**src/rtl/fifo_wr_ctrl.sv**
```systemverilog
// Write-domain controller of the async FIFO: binary RAM address, Gray pointer, FULL/ALMOST_FULL, free count.
// Define FIFO_WR_OVF_EN to build the sticky overflow flag; otherwise OVF is tied low and OVF_CLR unused.
module fifo_wr_ctrl #(
  parameter int ADDR_W   = 3,
  parameter int AFULL_TH = 2
) (
  input  logic              W_CLK,
  input  logic              W_RST,
  input  logic              WINC,
  input  logic [ADDR_W:0]   WQ2_RPTR,
  input  logic              OVF_CLR,
  output logic              WEN,
  output logic [ADDR_W-1:0] WADDR,
  output logic [ADDR_W:0]   WPTR,
  output logic              FULL,
  output logic              ALMOST_FULL,
  output logic [ADDR_W:0]   WFREE,
  output logic              OVF
);

  localparam int PW = ADDR_W + 1;
  localparam logic [PW-1:0] DEPTH     = {1'b1, {ADDR_W{1'b0}}};
  localparam logic [PW-1:0] AFULL_LIM = PW'(AFULL_TH);

  function automatic logic [PW-1:0] gray2bin(input logic [PW-1:0] g);
    logic [PW-1:0] b;
    b = g;
    for (int i = PW - 2; i >= 0; i--) begin
      b[i] = b[i+1] ^ g[i];
    end
    return b;
  endfunction

  logic [PW-1:0] wbin_q, wbin_d;
  logic [PW-1:0] wptr_q, wgray_d;
  logic [PW-1:0] wfree_q, wfree_d;
  logic [PW-1:0] rbin_s, used_s;
  logic          full_q, full_d;
  logic          afull_q, afull_d;
  logic          wen_s;

  // Next pointer and flags; flags use the next pointer so FULL rises right after the filling write.
  always_comb begin
    wen_s   = WINC & ~full_q;
    wbin_d  = wbin_q + {{ADDR_W{1'b0}}, wen_s};
    wgray_d = wbin_d ^ (wbin_d >> 1);
    rbin_s  = gray2bin(WQ2_RPTR);
    used_s  = wbin_d - rbin_s;
    wfree_d = DEPTH - used_s;
    full_d  = (wgray_d == {~WQ2_RPTR[ADDR_W:ADDR_W-1], WQ2_RPTR[ADDR_W-2:0]});
    afull_d = (wfree_d <= AFULL_LIM);
  end

  // Pointer and flag registers.
  always_ff @(posedge W_CLK or negedge W_RST) begin
    if (!W_RST) begin
      wbin_q  <= {PW{1'b0}};
      wptr_q  <= {PW{1'b0}};
      full_q  <= 1'b0;
      afull_q <= 1'b0;
      wfree_q <= DEPTH;
    end else begin
      wbin_q  <= wbin_d;
      wptr_q  <= wgray_d;
      full_q  <= full_d;
      afull_q <= afull_d;
      wfree_q <= wfree_d;
    end
  end

  assign WEN         = wen_s;
  assign WADDR       = wbin_q[ADDR_W-1:0];
  assign WPTR        = wptr_q;
  assign FULL        = full_q;
  assign ALMOST_FULL = afull_q;
  assign WFREE       = wfree_q;

`ifdef FIFO_WR_OVF_EN
  logic ovf_q, ovf_d;

  // Sticky overflow: a blocked write outranks a clear in the same cycle.
  always_comb begin
    if (WINC & full_q) begin
      ovf_d = 1'b1;
    end else if (OVF_CLR) begin
      ovf_d = 1'b0;
    end else begin
      ovf_d = ovf_q;
    end
  end

  // Overflow flag register.
  always_ff @(posedge W_CLK or negedge W_RST) begin
    if (!W_RST) begin
      ovf_q <= 1'b0;
    end else begin
      ovf_q <= ovf_d;
    end
  end

  assign OVF = ovf_q;
`else
  logic unused_ovf_clr_s;
  assign unused_ovf_clr_s = OVF_CLR;
  assign OVF = 1'b0;
`endif

endmodule
```
**config.mk**
```make
export PLATFORM = sky130hd
export DESIGN_NAME = fifo_wr_ctrl
export DESIGN_NICKNAME = d
export VERILOG_FILES = /design/src/rtl/fifo_wr_ctrl.sv
export SDC_FILE = /design/constraint.sdc
export NUM_CORES = 1
export LEC_CHECK = 0
export ABC_AREA = 1
export BUFFER_PORTS_ARGS = -buffer_cell sky130_fd_sc_hd__buf_4
export CELL_PAD_IN_SITES_DETAIL_PLACEMENT = 1
export CELL_PAD_IN_SITES_GLOBAL_PLACEMENT = 2
export CORE_MARGIN = 2
export CORE_UTILIZATION = 27
export CTS_CLUSTER_DIAMETER = 30
export DETAILED_ROUTE_END_ITERATION = 10
export PLACE_DENSITY_LB_ADDON = 0.1
export SYNTH_ARGS = -nofsm -noshare
export SYNTH_HDL_FRONTEND = slang
export SYNTH_SLANG_ARGS = --single-unit
```
**constraint.sdc**
```tcl
create_clock -name W_CLK -period 2.5 [get_ports W_CLK]
set_input_delay 0 -clock W_CLK [delete_from_list [all_inputs] [get_ports W_CLK]]
set_output_delay 0 -clock W_CLK [all_outputs]
set_load 0.05 [all_outputs]
```
==> impl_metrics.env, run 1 <==
export IMPL_root_buffer="clkbuf_4"
export IMPL_finalCritPeriodShare_pct=91.84
export IMPL_maxCapViolations=0
export IMPL_syn_inst=92
export IMPL_wl_met2_um=853
export IMPL_grt_pass1_vias=670
export IMPL_arrival_ns=2.48
export IMPL_yosysWarningCount=0
export IMPL_cts_tree="built"
export IMPL_firstDrtPassIters=3
export IMPL_mostFrequentLayoutCells="nand2_1 (28), buf_4 (20), inv_1 (16), dfrtp_1 (11), nand3_1 (10)"
export IMPL_drc=0
export IMPL_grt_max_degree=14
export IMPL_fin_util_pct=40.02
export IMPL_die_width_um=56.29
export IMPL_fmax_ghz=0.4355
export IMPL_die_y_um=56.29
export IMPL_dieArea_sq_um=3169
export IMPL_numCtsBuffers=3
export IMPL_end_kind="register"
export IMPL_r2r_slack_ns=0.20
export IMPL_top_layer="met4"
export IMPL_ant_nets=0
export IMPL_hold_viol=0
export IMPL_wl_met3_um=69
export IMPL_maxSlewViolCount=0
export IMPL_critical_path_max_fanout=6
export IMPL_clkSinkCount=13
export IMPL_min_period_ns=2.296
export IMPL_drive_gt1_share_pct=32.76
export IMPL_post_cts_buffers=0
export IMPL_antenna_found_initial=0
export IMPL_required_ns=2.69
export IMPL_path_clk_slew_ns=0.09
export IMPL_layout_commonest_cell="nand2_1"
export IMPL_r2r_start="FULL$_DFF_PN0_"
export IMPL_critPathMaxStageDelay_ns=0.44
export IMPL_rsz0062_at_grt="false"
export IMPL_areaGrowthSynthToFinish_pct=37.97
export IMPL_holdCritStartpoint="WQ2_RPTR[1]"
export IMPL_seq_area_frac_synth_pct=44.24
export IMPL_skew_ns=0.01338
export IMPL_drt_iter0_drc=5
export IMPL_gp_congestion=0.7511
export IMPL_crit_top_cell="ha_4"
export IMPL_synthArstFlopShare_pct=100.0
export IMPL_clockBufferDepth=2
export IMPL_core_area_sq_um=2545
export IMPL_hold_class="in -> reg"
export IMPL_routed_wl_um=1692
export IMPL_syn_area_sq_um=738.2
export IMPL_track_usage_pct=11.85
export IMPL_synth_edff_count=0
export IMPL_whs_path_depth=4
export IMPL_cts_htree_levels=1
export IMPL_status="complete, no violations"
export IMPL_cts_resized=0
export IMPL_num_vias=642
export IMPL_dp_hpwl_um=1432
export IMPL_synth_distinct_cells=20
export IMPL_diodes=0
export IMPL_grt_pass1_wl_um=2849
export IMPL_grt_overflow_total=0
export IMPL_crit_path_start_kind="register"
export IMPL_start_util_pct=29.01
export IMPL_num_rows=18
export IMPL_syn_area_per_cell_sq_um=8.024
export IMPL_holdPathEnd="FULL$_DFF_PN0_"
export IMPL_ctsHoldBuffers=1
export IMPL_setup_viol=0
export IMPL_wl_per_cell_um=11.59
export IMPL_io_buffers=20
export IMPL_syn_nets=106
export IMPL_cp_slowest_cell="dfrtp_2"
export IMPL_ys_seq_elements=13
export IMPL_worst_r2r_path_depth=12
export IMPL_synth_flop_cell="dfrtp_1"
export IMPL_drt_met1_wl_um=741
export IMPL_via_per_inst=4.397
export IMPL_reg2reg_to="ALMOST_FULL$_DFF_PN0_"
export IMPL_clkLatencyLatePin_ns=0.28
export IMPL_crit_type="reg -> reg"
export IMPL_crit_chain="nor2_4 -> ha_4 -> ha_4 -> inv_2 -> nand3_2 -> nand2_1 -> inv_1 -> ha_2 -> fa_2 -> xnor2_2 -> nand3_1 -> a21boi_1"
export IMPL_final_nets=131
export IMPL_pin_count=23
==> cell type report <==
class,instances,area (sq um)
fill,322,1526
timing repair buffer,21,160.2
inverter,18,68.82
tap,30,37.54
clock buffer,4,26.28
multi-input combinational,60,397.9
sequential,13,327.8
==> registers in the layout (all words and copies together), names as in the netlist <==
register and count:
WFREE 4, wbin_q 4, WPTR 3, ALMOST_FULL 1, FULL 1
==> metal layers <==
layer / vias up / global-route usage (%)
li1: 331 / -
met1: 296 / 14.20
met2: 13 / 20.00
met3: 2 / 1.613
met4: 0 / 7.143
met5: - / 0
==> cells by family after synthesis <==
kind of cell / after synthesis / synth area share [%]
buffers and inverters: 19 / 10.34
xor gates and xnor gates: 2 / 2.373
other: 1 / 0.5080
adders and majority gates: 6 / 11.19
DFF: 13 / 44.24
AOI/OAI and AO/OA: 2 / 1.695
and+or+nand+nor: 49 / 29.66
==> through the flow <==
| stage | setup TNS, ns | instances | hold slack [ns] | cell area [sq um] | setup slack, ns |
|---|---|---|---|---|---|
| after global placement | 0 | 141 | -0.1474 | 982.2 | 0.2464 |
| after CTS | 0 | 146 | 0.02389 | 1018 | 0.1671 |
| final | 0 | 146 | 0.02379 | 1018 | 0.2039 |
| after global routing | 0 | 146 | 0.06282 | 1018 | 0.06562 |
| after detailed placement | 0 | 141 | -0.1430 | 982.2 | 0.1988 |
| after floorplan | -0.002343 | 92 | -0.2956 | 802.0 | -0.002343 |
==> worst max-delay path by stage <==
stage	start	to	slack (ns)
2_1_floorplan	FULL$_DFF_PN0_	ALMOST_FULL$_DFF_PN0_	-0.002
3_5_place_dp	FULL$_DFF_PN0_	ALMOST_FULL$_DFF_PN0_	0.20
6_report	FULL$_DFF_PN0_	ALMOST_FULL$_DFF_PN0_	0.20
5_1_grt	FULL$_DFF_PN0_	ALMOST_FULL$_DFF_PN0_	0.07
3_3_place_gp	FULL$_DFF_PN0_	ALMOST_FULL$_DFF_PN0_	0.25
4_1_cts	FULL$_DFF_PN0_	ALMOST_FULL$_DFF_PN0_	0.17
==> synth_stat cells, drive strengths merged (2+ instances only) <==
cell,n,share of area [%]
nor2,2,1.0
nand2,30,16
or2,2,1.7
ha,5,8.5
nand3,11,7.5
dfrtp,12,41
inv,17,8.6
nand4,3,2.5
==> worst max-delay path: cells and delay by family (launching register included) <==
family / cells / cell delay (ns)
AOI/OAI and AO/OA: 1 / 0.16
xor gates and xnor gates: 1 / 0.17
adders and majority gates: 4 / 0.98
buffers and inverters: 2 / 0.11
DFF: 1 / 0.44
and+or+nand+nor: 4 / 0.36
Power of run 1 is not shown: default switching activity piles up to over one toggle a cycle in this logic, so the estimate is an artifact.
==> run 2, diff against run 1 <==
- PLACE_DENSITY_LB_ADDON: 0.1 -> 0.25
==> impl_metrics.env, run 2 (synthesis results as in run 1) <==
export IMPL_ant_nets=0
export IMPL_clockBufferDepth=2
export IMPL_setup_viol=0
export IMPL_diodes=0
export IMPL_drt_iter0_drc=11
export IMPL_dp_hpwl_um=1475
export IMPL_maxSlewViolCount=0
export IMPL_core_area_sq_um=2545
export IMPL_grt_overflow_total=0
export IMPL_antenna_found_initial=0
export IMPL_root_buffer="clkbuf_4"
export IMPL_crit_path_start_kind="register"
export IMPL_num_vias=651
export IMPL_drc=0
export IMPL_end_kind="register"
export IMPL_firstDrtPassIters=3
export IMPL_clkLatencyLatePin_ns=0.27
export IMPL_grt_pass1_wl_um=3077
export IMPL_via_per_inst=4.459
export IMPL_status="complete, no violations"
export IMPL_hold_class="in -> reg"
export IMPL_mostFrequentLayoutCells="nand2_1 (28), buf_4 (20), inv_1 (16), dfrtp_1 (11), nand3_1 (10)"
export IMPL_areaGrowthSynthToFinish_pct=37.97
export IMPL_arrival_ns=2.47
export IMPL_path_clk_slew_ns=0.09
export IMPL_routed_wl_um=1732
export IMPL_min_period_ns=2.277
export IMPL_dieArea_sq_um=3169
export IMPL_clkSinkCount=13
export IMPL_post_cts_buffers=0
export IMPL_gp_congestion=0.7356
export IMPL_die_width_um=56.29
export IMPL_grt_pass1_vias=700
export IMPL_n_fill_cell=325
export IMPL_skew_ns=0.006084
export IMPL_die_y_um=56.29
export IMPL_rsz0062_at_grt="false"
export IMPL_fmax_ghz=0.4391
export IMPL_crit_type="reg -> reg"
export IMPL_numCtsBuffers=3
export IMPL_layout_commonest_cell="nand2_1"
export IMPL_track_usage_pct=12.90
export IMPL_start_util_pct=29.01
export IMPL_grt_max_degree=14
export IMPL_wl_per_cell_um=11.86
export IMPL_cts_tree="built"
export IMPL_io_buffers=20
export IMPL_num_rows=18
export IMPL_pin_count=23
export IMPL_fin_util_pct=40.02
export IMPL_cts_htree_levels=1
export IMPL_hold_viol=0
export IMPL_critical_path_max_fanout=6
export IMPL_required_ns=2.70
export IMPL_final_nets=131
export IMPL_drive_gt1_share_pct=32.76
export IMPL_finalCritPeriodShare_pct=91.09
export IMPL_maxCapViolations=0
run 2: routing by layer:
layer	track usage, %	up-vias	wire (um)
met5	0	-	0
met4	7.143	0	26
met3	2.765	2	67
met2	21.18	13	864
met1	15.62	306	773
li1	-	330	-
run 2: worst paths after layout:
kind                            slack [ns]                     to  depth (start not counted)                 from
min in group asynchronous             0.11    wbin_q[1]$_DFF_PN0_                          2                W_RST
worst min register to register        0.60    wbin_q[0]$_DFF_PN0_                          1  wbin_q[0]$_DFF_PN0_
worst max register to register        0.22  ALMOST_FULL$_DFF_PN0_                         12       FULL$_DFF_PN0_
worst max-delay path                  0.22  ALMOST_FULL$_DFF_PN0_                         12       FULL$_DFF_PN0_
max in group asynchronous             2.15     WFREE[3]$_DFF_PN1_                          2                W_RST
worst min-delay path                  0.02         FULL$_DFF_PN0_                          4          WQ2_RPTR[2]
run 2: layout make-up:
class | count | area, sq um | share of cell area, %
sequential | 13 | 327.8 | 32.19
tap | 30 | 37.54 | 3.685
multi-input combinational | 60 | 397.9 | 39.07
clock buffer | 4 | 26.28 | 2.580
timing repair buffer | 21 | 160.2 | 15.72
inverter | 18 | 68.82 | 6.757
run 2: repair_timing:
item | in CTS | in global routing
resized for setup | 0 | 0
hold buffers | 1 | 0
hold endpoints to repair | 13 | 0
run 2: worst max-delay path, stage by stage (launching register included):
cell and delay (ns):
dfrtp_2 0.43, nor2_4 0.12, ha_4 0.18, ha_4 0.23, inv_2 0.07, nand3_2 0.07
nand2_1 0.06, inv_1 0.04, ha_2 0.17, fa_2 0.40, xnor2_2 0.18, nand3_1 0.11
a21boi_1 0.14
run 2: per-stage QoR:
step | setup TNS (ns) | setup WS, ns | instance area [sq um] | hold slack (ns) | instances
floorplan | -0.002343 | -0.002343 | 802.0 | -0.2956 | 92
CTS | 0 | 0.1838 | 1018 | 0.01342 | 146
global placement | 0 | 0.2609 | 982.2 | -0.1485 | 141
global route | 0 | 0.04782 | 1018 | 0.02982 | 146
detailed placement | 0 | 0.2143 | 982.2 | -0.1424 | 141
finish | 0 | 0.2229 | 1018 | 0.01695 | 146
Power of run 2 is left out for the same reason.
==> run 3, diff against run 2 <==
--- a/config.mk
+++ b/config.mk
@@ -11,3 +11,3 @@
 export CELL_PAD_IN_SITES_GLOBAL_PLACEMENT = 2
-export CORE_MARGIN = 2
+export CORE_MARGIN = 3
 export CORE_UTILIZATION = 27
--- a/constraint.sdc
+++ b/constraint.sdc
@@ -3,2 +3,2 @@
 set_output_delay 0 -clock W_CLK [all_outputs]
-set_load 0.05 [all_outputs]
+set_load 0.02 [all_outputs]
==> impl_metrics.env, run 3 (synthesis results as in run 1) <==
export IMPL_critPathMaxStageDelay_ns=0.41
export IMPL_pre_cts_slack_ns=0.03571
export IMPL_routed_wl_um=1791
export IMPL_crit_type="reg -> reg"
export IMPL_wl_per_cell_um=11.86
export IMPL_worst_slack_ns=0.1937
export IMPL_maxCapViolations=0
export IMPL_num_vias=666
export IMPL_crit_path_start_kind="register"
export IMPL_rsz0062_at_grt="false"
export IMPL_skew_ns=0.003419
export IMPL_cp_slowest_cell="dfrtp_1"
export IMPL_seqCellArea_sq_um=326.6
export IMPL_dieArea_sq_um=3398
export IMPL_fin_util_pct=41.25
export IMPL_areaGrowthSynthToFinish_pct=42.20
export IMPL_cts_tree="built"
export IMPL_die_width_um=58.29
export IMPL_grt_overflow_total=0
export IMPL_core_area_sq_um=2545
export IMPL_end_kind="register"
export IMPL_path_delay_family="adder cells"
export IMPL_via_per_inst=4.411
export IMPL_antenna_found_initial=0
export IMPL_clkSinkCount=13
export IMPL_hold_viol=0
export IMPL_required_ns=2.71
export IMPL_diodes=0
export IMPL_drt_iter0_drc=8
export IMPL_grt_pass1_vias=702
export IMPL_io_buffers=20
export IMPL_num_rows=18
export IMPL_firstDrtPassIters=3
export IMPL_multi_input_area_sq_um=392.9
export IMPL_maxSlewViolCount=0
export IMPL_path_clk_slew_ns=0.09
export IMPL_drc=0
export IMPL_root_buffer="clkbuf_4"
export IMPL_numCtsBuffers=3
export IMPL_start_util_pct=29.01
export IMPL_powerDensity_nw_per_um2=1580
export IMPL_crit_chain="nor2_4 -> ha_4 -> ha_2 -> inv_2 -> nand3_2 -> nand2_1 -> inv_1 -> ha_2 -> fa_2 -> xnor2_2 -> inv_1 -> nand2_1 -> a21boi_1"
export IMPL_grt_pass1_wl_um=2946
export IMPL_finalCritPeriodShare_pct=92.25
export IMPL_final_nets=136
export IMPL_pin_count=23
export IMPL_hold_class="in -> reg"
export IMPL_gp_congestion=0.7254
export IMPL_clockBufferDepth=2
export IMPL_mostFrequentLayoutCells="nand2_1 (28), buf_4 (25), inv_1 (16), dfrtp_1 (12), nand3_1 (9)"
export IMPL_power_total_mw=1.658
export IMPL_setup_viol=0
export IMPL_die_y_um=58.29
export IMPL_arrival_ns=2.51
export IMPL_status="complete, no violations"
export IMPL_min_period_ns=2.306
export IMPL_track_usage_pct=11.36
export IMPL_vdd_ir_drop_max_mv=0.5619
export IMPL_critPathBufInv=3
export IMPL_layout_commonest_cell="nand2_1"
export IMPL_cts_htree_levels=1
export IMPL_fmax_ghz=0.4336
export IMPL_clkLatencyLatePin_ns=0.28
export IMPL_dp_cells=145
export IMPL_n_fill_cell=317
export IMPL_dp_hpwl_um=1456
export IMPL_p_leak_nw=0.5782
export IMPL_ant_nets=0
export IMPL_stdcell_count=151
export IMPL_drive_gt1_share_pct=35.54
export IMPL_setup_tns_ns=0
export IMPL_critical_path_max_fanout=3
export IMPL_grt_max_degree=14
-- run 3: area by class of cell --
| cell class | instances | share of cell area, % |
|---|---|---|
| flip-flops and latches | 13 | 31.11 |
| clock buffers | 4 | 2.503 |
| multi-input cells | 60 | 37.43 |
| well taps | 30 | 3.576 |
| inverters | 18 | 6.555 |
| repair buffers | 26 | 18.83 |
-- run 3: final timing paths --
| kind | slack, ns | endpoint | start | depth (start not counted) |
|---|---|---|---|---|
| max reg2reg | 0.19 | ALMOST_FULL$_DFF_PN0_ | FULL$_DFF_PN0_ | 13 |
| min in group asynchronous | 0.10 | ALMOST_FULL$_DFF_PN0_ | W_RST | 2 |
| max in group asynchronous | 2.16 | WFREE[3]$_DFF_PN1_ | W_RST | 2 |
| max | 0.19 | ALMOST_FULL$_DFF_PN0_ | FULL$_DFF_PN0_ | 13 |
| min | 0.03 | FULL$_DFF_PN0_ | WQ2_RPTR[1] | 4 |
| min reg2reg | 0.60 | wbin_q[0]$_DFF_PN0_ | wbin_q[0]$_DFF_PN0_ | 1 |
-- run 3: per-layer routing --
| metal | GRT usage, % | routed length, um | vias up |
|---|---|---|---|
| li1 | - | - | 340 |
| met4 | 5.960 | 23 | 0 |
| met5 | 0 | 0 | - |
| met1 | 13.50 | 790 | 313 |
| met2 | 20.41 | 918 | 11 |
| met3 | 0.6579 | 60 | 2 |
-- run 3: worst min-delay path, stage by stage --
cell and delay, ns:
buf_4 0.09, nand2_1 0.05, nand4_1 0.09, nor2_1 0.04
-- run 3: per-stage QoR --
| stage | hold slack [ns] | instance area (sq um) |
|---|---|---|
| 2_1_floorplan | -0.2956 | 745.7 |
| 3_3_place_gp | -0.1446 | 955.9 |
| 3_5_place_dp | -0.1427 | 955.9 |
| 4_1_cts | 0.02590 | 992.2 |
| 5_1_grt | 0.05651 | 1050 |
| 6_report | 0.02817 | 1050 |
-- run 3: power by group --
| part | internal, mW | leakage (nW) | switching, mW |
|---|---|---|---|
| clock | 0.0618 | 0.0150 | 0.0747 |
| combinational | 0.508 | 0.409 | 0.617 |
| sequential | 0.329 | 0.154 | 0.0676 |
-- run 3: timing repair --
item,CTS,global route
gates resized for setup,0,10
buffers inserted,0,1
endpoints found under the hold margin,13,0
setup endpoints to repair,0,2
hold buffers,1,0
No activity file was read; power rests on OpenSTA's default activity.
